[src/rtl/des_round_engine.sv]
// DES 16-round Feistel core. It takes a post-IP block, runs ROUNDS_PER_CYCLE
// unrolled rounds per clock and returns the pre-IP^-1 block {R16,L16}.
// The block is accepted and returned through valid/ready handshakes.

// Expansion E of the right half, followed by the round-key XOR.
module exp_per (
  input  logic [31:0] r,
  input  logic [47:0] k,
  output logic [47:0] x
);
  logic [47:0] e;

  // Each 6-bit group j takes DES bits 4j..4j+5 (1-based, wrapping 0->32, 33->1)
  always_comb begin
    e = '0;
    for (int unsigned j = 0; j < 8; j++) begin
      for (int unsigned m = 0; m < 6; m++) begin
        e[47 - (6*j + m)] = r[31 - ((4*j + m + 31) % 32)];
      end
    end
  end

  assign x = e ^ k;
endmodule

// S-box substitution (48 -> 32) followed by the P permutation.
module box (
  input  logic [47:0] x,
  output logic [31:0] f
);
  // Each S-box row holds 16 entries, column 0 in the top nibble; rows 0..3 are concatenated
  localparam logic [255:0] SBOX [8] = '{
    256'hE4D12FB83A6C5907_0F74E2D1A6CB9538_41E8D62BFC973A50_FC8249175B3EA06D,
    256'hF18E6B34972DC05A_3D47F28EC01A69B5_0E7BA4D158C6932F_D8A13F42B67C05E9,
    256'hA09E63F51DC7B428_D70934A6285ECBF1_D6498F30B12C5AE7_1AD069874FE3B52C,
    256'h7DE3069A1285BC4F_D8B56F03472C1AE9_A690CB7DF13E5284_3F06A1D8945BC72E,
    256'h2C417AB6853FD0E9_EB2C47D150FA3986_421BAD78F9C5630E_B8C71E2D6F09A453,
    256'hC1AF92680D34E75B_AF427C9561DE0B38_9EF528C3704A1DB6_432C95FABE17608D,
    256'h4B2EF08D3C975A61_D0B7491AE35C2F86_14BDC37EAF680592_6BD814A7950FE23C,
    256'hD2846FB1A93E50C7_1FD8A374C56B0E92_7B419CE206ADF358_21E74A8DFC90356B
  };

  localparam int unsigned P_TAB [32] = '{
    16,  7, 20, 21, 29, 12, 28, 17,
     1, 15, 23, 26,  5, 18, 31, 10,
     2,  8, 24, 14, 32, 27,  3,  9,
    19, 13, 30,  6, 22, 11,  4, 25
  };

  logic [31:0] s_out;
  logic [5:0]  six;
  logic [5:0]  idx;

  // Row is the outer bit pair {b1,b6} and column is the inner four bits b2..b5
  always_comb begin
    s_out = '0;
    six   = '0;
    idx   = '0;
    for (int unsigned b = 0; b < 8; b++) begin
      six = x[47 - 6*b -: 6];
      idx = {six[5], six[0], six[4:1]};
      s_out[31 - 4*b -: 4] = SBOX[b][255 - 4*idx -: 4];
    end
  end

  // P permutation: output bit i (1-based) takes S-box output bit P_TAB[i]
  always_comb begin
    f = '0;
    for (int unsigned i = 0; i < 32; i++) begin
      f[31 - i] = s_out[32 - P_TAB[i]];
    end
  end
endmodule

module des_round_engine #(
  parameter int unsigned ROUNDS_PER_CYCLE = 4
) (
  input  logic         clk,
  input  logic         n_rst,
  input  logic         clear,
  input  logic         in_valid,
  output logic         in_ready,
  input  logic         decrypt,
  input  logic [63:0]  data_in,
  input  logic [767:0] round_keys,
  output logic         out_valid,
  input  logic         out_ready,
  output logic [63:0]  data_out,
  output logic         busy
);
  localparam int unsigned ITERS = 16 / ROUNDS_PER_CYCLE;
  localparam int unsigned IW    = (ITERS > 1) ? $clog2(ITERS) : 1;
  localparam logic [IW-1:0] ITER_LAST = IW'(ITERS - 1);

  if (!(ROUNDS_PER_CYCLE == 1 || ROUNDS_PER_CYCLE == 2 || ROUNDS_PER_CYCLE == 4 ||
        ROUNDS_PER_CYCLE == 8 || ROUNDS_PER_CYCLE == 16)) begin : g_bad_rpc
    $error("des_round_engine: ROUNDS_PER_CYCLE must be 1, 2, 4, 8 or 16");
  end

  typedef enum logic [1:0] {
    S_IDLE,
    S_RUN,
    S_DONE
  } state_t;

  state_t         state;
  logic [IW-1:0]  iter;
  logic [31:0]    l_reg;
  logic [31:0]    r_reg;
  logic [767:0]   key_reg;
  logic           dec_reg;

  logic [47:0]    key_arr [16];
  logic [31:0]    l_ch [ROUNDS_PER_CYCLE + 1];
  logic [31:0]    r_ch [ROUNDS_PER_CYCLE + 1];

  // K1 sits in the top 48 bits of the key bus, K16 in the bottom 48
  for (genvar j = 0; j < 16; j++) begin : g_key
    assign key_arr[j] = key_reg[767 - 48*j -: 48];
  end

  assign l_ch[0] = l_reg;
  assign r_ch[0] = r_reg;

  // Combinational chain of ROUNDS_PER_CYCLE Feistel rounds from the registered halves
  for (genvar k = 0; k < ROUNDS_PER_CYCLE; k++) begin : g_round
    logic [3:0]  rnd_idx;
    logic [3:0]  key_idx;
    logic [47:0] x48;
    logic [31:0] f32;

    assign rnd_idx = 4'(32'(iter) * ROUNDS_PER_CYCLE + k);
    assign key_idx = dec_reg ? (4'd15 - rnd_idx) : rnd_idx;

    exp_per u_exp_per (
      .r (r_ch[k]),
      .k (key_arr[key_idx]),
      .x (x48)
    );

    box u_box (
      .x (x48),
      .f (f32)
    );

    assign l_ch[k + 1] = r_ch[k];
    assign r_ch[k + 1] = l_ch[k] ^ f32;
  end

  // In DONE a new block can be taken on the same edge the finished one leaves
  assign in_ready = (state == S_IDLE) || ((state == S_DONE) && out_ready);

  // Control FSM with the datapath registers and registered outputs
  always_ff @(posedge clk or negedge n_rst) begin
    if (!n_rst) begin
      state     <= S_IDLE;
      iter      <= '0;
      l_reg     <= '0;
      r_reg     <= '0;
      key_reg   <= '0;
      dec_reg   <= 1'b0;
      out_valid <= 1'b0;
      data_out  <= '0;
      busy      <= 1'b0;
    end else if (clear) begin
      state     <= S_IDLE;
      iter      <= '0;
      l_reg     <= '0;
      r_reg     <= '0;
      dec_reg   <= 1'b0;
      out_valid <= 1'b0;
      data_out  <= '0;
      busy      <= 1'b0;
    end else begin
      unique case (state)
        S_IDLE: begin
          if (in_valid) begin
            l_reg   <= data_in[63:32];
            r_reg   <= data_in[31:0];
            key_reg <= round_keys;
            dec_reg <= decrypt;
            iter    <= '0;
            busy    <= 1'b1;
            state   <= S_RUN;
          end
        end
        S_RUN: begin
          l_reg <= l_ch[ROUNDS_PER_CYCLE];
          r_reg <= r_ch[ROUNDS_PER_CYCLE];
          if (iter == ITER_LAST) begin
            iter      <= '0;
            busy      <= 1'b0;
            out_valid <= 1'b1;
            data_out  <= {r_ch[ROUNDS_PER_CYCLE], l_ch[ROUNDS_PER_CYCLE]};
            state     <= S_DONE;
          end else begin
            iter <= iter + 1'b1;
          end
        end
        S_DONE: begin
          if (out_ready) begin
            out_valid <= 1'b0;
            data_out  <= '0;
            if (in_valid) begin
              l_reg   <= data_in[63:32];
              r_reg   <= data_in[31:0];
              key_reg <= round_keys;
              dec_reg <= decrypt;
              iter    <= '0;
              busy    <= 1'b1;
              state   <= S_RUN;
            end else begin
              state <= S_IDLE;
            end
          end
        end
        default: begin
          state <= S_IDLE;
        end
      endcase
    end
  end
endmodule
[config.mk]
export PLATFORM = sky130hd
export DESIGN_NAME = des_round_engine
export DESIGN_NICKNAME = d
export VERILOG_FILES = /design/src/rtl/des_round_engine.sv
export SDC_FILE = /design/constraint.sdc
export NUM_CORES = 2
export LEC_CHECK = 0
export ABC_AREA = 1
export BUFFER_PORTS_ARGS = -buffer_cell sky130_fd_sc_hd__buf_2
export CAP_MARGIN = 20
export CORE_ASPECT_RATIO = 0.8
export CORE_MARGIN = 5
export CORE_UTILIZATION = 33
export DETAILED_ROUTE_END_ITERATION = 10
export PLACE_DENSITY_LB_ADDON = 0.3
export SYNTH_ARGS = -nofsm -noshare
export SYNTH_HDL_FRONTEND = slang
export SYNTH_SLANG_ARGS = --single-unit
[constraint.sdc]
create_clock -name clk -period 18.05 [get_ports clk]
set_input_delay 0.9025 -clock clk [delete_from_list [all_inputs] [get_ports clk]]
set_output_delay 0.9025 -clock clk [all_outputs]
set_load 0.05 [all_outputs]
==> impl_metrics.env <==
export IMPL_tns_ps=0
export IMPL_drt_first_pass_iters=7
export IMPL_min_period_ps=10590
export IMPL_critPathKind="flip-flop to flip-flop"
export IMPL_cts_resized_gates=0
export IMPL_r2r_slack_ps=7460
export IMPL_slew_viol_final=0
export IMPL_yosysSeqAreaShare=0.316
export IMPL_ys_types=53
export IMPL_dr_max_layer_used="met5"
export IMPL_clock_path_buffers=3
export IMPL_ant_nets=0
export IMPL_syn_area_um2=71500
export IMPL_timing_rr_start="iter[0]"
export IMPL_fp_dieW_um=530
export IMPL_die_area_um2=226000
export IMPL_layout_nets=12800
export IMPL_worstMarginPinSlew_ps=1260
export IMPL_min_period_over_period=0.586
export IMPL_dp_hpwl_um=326000
export IMPL_drt_iter0_drc=12000
export IMPL_pin_count=905
export IMPL_syn_to_final_growth_pct=14.5
export IMPL_wl_met2_um=169000
export IMPL_antenna_found_initial=82
export IMPL_critPathTopFamily="simple AND/OR/NAND/NOR gates"
export IMPL_crit_fanout=61
export IMPL_critPathLaunchType="flip-flop"
export IMPL_synth_fp_nets=12200
export IMPL_cts_tree="done"
export IMPL_h_tree_depth=3
export IMPL_max_freq_mhz=94.5
export IMPL_met3_wirelength_um=42000
export IMPL_hold_violations=0
export IMPL_cpPeakStageDelay_ps=700
export IMPL_yosysWarnings=0
export IMPL_max_slew_margin_rel=0.157
export IMPL_viasPerCell=5.61
export IMPL_critPathArrivalTime_ps=11210
export IMPL_worst_ep_required_time_ps=18670
export IMPL_post_drt_wl_per_cell_um=27.6
export IMPL_syn_inst=11100
export IMPL_finClkSkew_ps=79.2
export IMPL_die_y_um=426
export IMPL_hold_buffers=0
export IMPL_grt_max_degree=197
export IMPL_r2r_end="r_reg[27]"
export IMPL_vias=82700
export IMPL_grt_pass1_vias=74800
export IMPL_path_buf_inv=9
export IMPL_drt_wl_total_um=407000
export IMPL_clk_latency_ps=820
export IMPL_outcome="finished clean"
export IMPL_largest_reg_flops=768
export IMPL_synth_edf_count=0
export IMPL_cap_violations=0
export IMPL_synth_ff_type="dfrtp_1"
export IMPL_clock_sinks=903
export IMPL_grt_overflow=0
export IMPL_core_area_um2=215000
export IMPL_post_cts_buffers=0
export IMPL_initial_core_util=0.333
export IMPL_clkTransAtPathRegs_ps=60
export IMPL_setup_viol=0
export IMPL_reg2reg_depth=50
export IMPL_grt_setup_unrepaired="no"
export IMPL_ys_async_sr_fraction=1.00
export IMPL_path_common_cell="nand2_1"
export IMPL_drive_gt1_frac=0.145
export IMPL_drc_errors=0
export IMPL_cts_root_buf="clkbuf_16"
export IMPL_hp_class="primary input to async pin"
export IMPL_cts_buffers=105
export IMPL_crit_slowest_cell="dfrtp_4"
export IMPL_port_buffers=904
export IMPL_placement_rows=152
export IMPL_finalWeightedCongestion=1.07
export IMPL_cp_end_kind="flip-flop"
export IMPL_grt_pass1_wl_um=560000
export IMPL_postSynthAreaPerCell_um2=6.42
export IMPL_grt_total_usage=0.346
export IMPL_synth_seq_cells=903
export IMPL_wl_met1_um=160000
==> kinds of logic after synthesis <==
family                     Yosys count  share of synthesized area
adders and majority gates          219                     0.0383
AOI/OAI and AO/OA                 1352                      0.119
xor gates and xnor gates            39                     0.0104
DFF                                903                      0.316
and+or+nand+nor                   7195                      0.429
buffers and inverters             1426                     0.0867
==> layout by cell type (no fill, tap or decap), types with 15 or more instances in the layout <==
cell	n
ha_1	219
inv_2	74
o211ai_1	29
nor2_1	129
buf_4	125
nand2_2	218
o21ai_0	400
nand3_1	1767
diode_2	71
clkinv_2	18
inv_1	782
a21oi_1	135
nand3_2	72
buf_2	903
nand2_1	4922
clkbuf_8	28
o22ai_1	300
a22oi_1	61
o21ai_1	111
o221ai_1	242
xor2_2	15
dfrtp_1	901
a221oi_1	31
nand2_4	43
buf_12	15
clkbuf_16	105
==> worst max path at each step <==
stage	depth (start not counted)	slack, ps	start	end
6_report	50	7460	iter[0]	r_reg[27]
5_1_grt	55	6860	iter[0]	r_reg[5]
4_1_cts	49	7880	iter[0]	r_reg[10]
3_5_place_dp	47	7940	iter[0]	r_reg[1]
3_3_place_gp	49	7860	iter[0]	r_reg[10]
2_1_floorplan	51	11610	iter[0]	r_reg[2]
==> area by class of cell <==
cell class | count | area (µm²)
diodes | 71 | 178
clock buffers | 144 | 3040
clock inverters | 46 | 589
fillers | 23400 | 133000
inverters | 866 | 3280
multi-input cells | 8805 | 42800
flip-flops and latches | 903 | 22600
well taps | 2849 | 3560
repair buffers | 1049 | 5820
==> cells in the mapped netlist (all sizes together) (2+ instances only) <==
cell type / instances / area share
xor2: 29 / 0.0075
clkinv: 2 / 0.00011
a32o: 9 / 0.0013
or2: 6 / 0.00056
ha: 219 / 0.038
o221ai: 242 / 0.030
o22ai: 300 / 0.026
nand2: 5186 / 0.28
inv: 864 / 0.045
nand3: 1839 / 0.13
o21ai: 514 / 0.036
xnor2: 9 / 0.0026
a221oi: 31 / 0.0038
a22o: 5 / 0.00061
a22oi: 64 / 0.0069
buf: 271 / 0.026
nand3b: 17 / 0.0021
a21oi: 141 / 0.010
o21a: 7 / 0.00073
o211ai: 30 / 0.0032
nand4: 9 / 0.00079
nor2: 138 / 0.0075
clkbuf: 289 / 0.015
a31oi: 5 / 0.00044
dfrtp: 903 / 0.32
==> through the flow <==
| step | instance area, µm² | utilization | instances | hold WS, ps | setup WS (ps) |
|---|---|---|---|---|---|
| finish | 81900 | 0.381 | 14700 | 90.6 | 7460 |
| global route | 81800 | 0.380 | 14700 | 147 | 6860 |
| CTS | 81600 | 0.379 | 14700 | 114 | 7880 |
| detailed placement | 78000 | 0.363 | 14500 | 466 | 7940 |
| global placement | 78000 | 0.362 | 14500 | 463 | 7860 |
| floorplan | 71500 | - | 11100 | 459 | 11610 |
==> routing by layer <==
layer  vias to the layer above  global-route usage
met5                         -                   0
met4                        28               0.250
met3                       912              0.0868
met2                      4703               0.506
met1                     39200               0.442
li1                      37900                   -
Power is not shown: default switching activity piles up to over one toggle a cycle in this logic, so the estimate is an artifact.
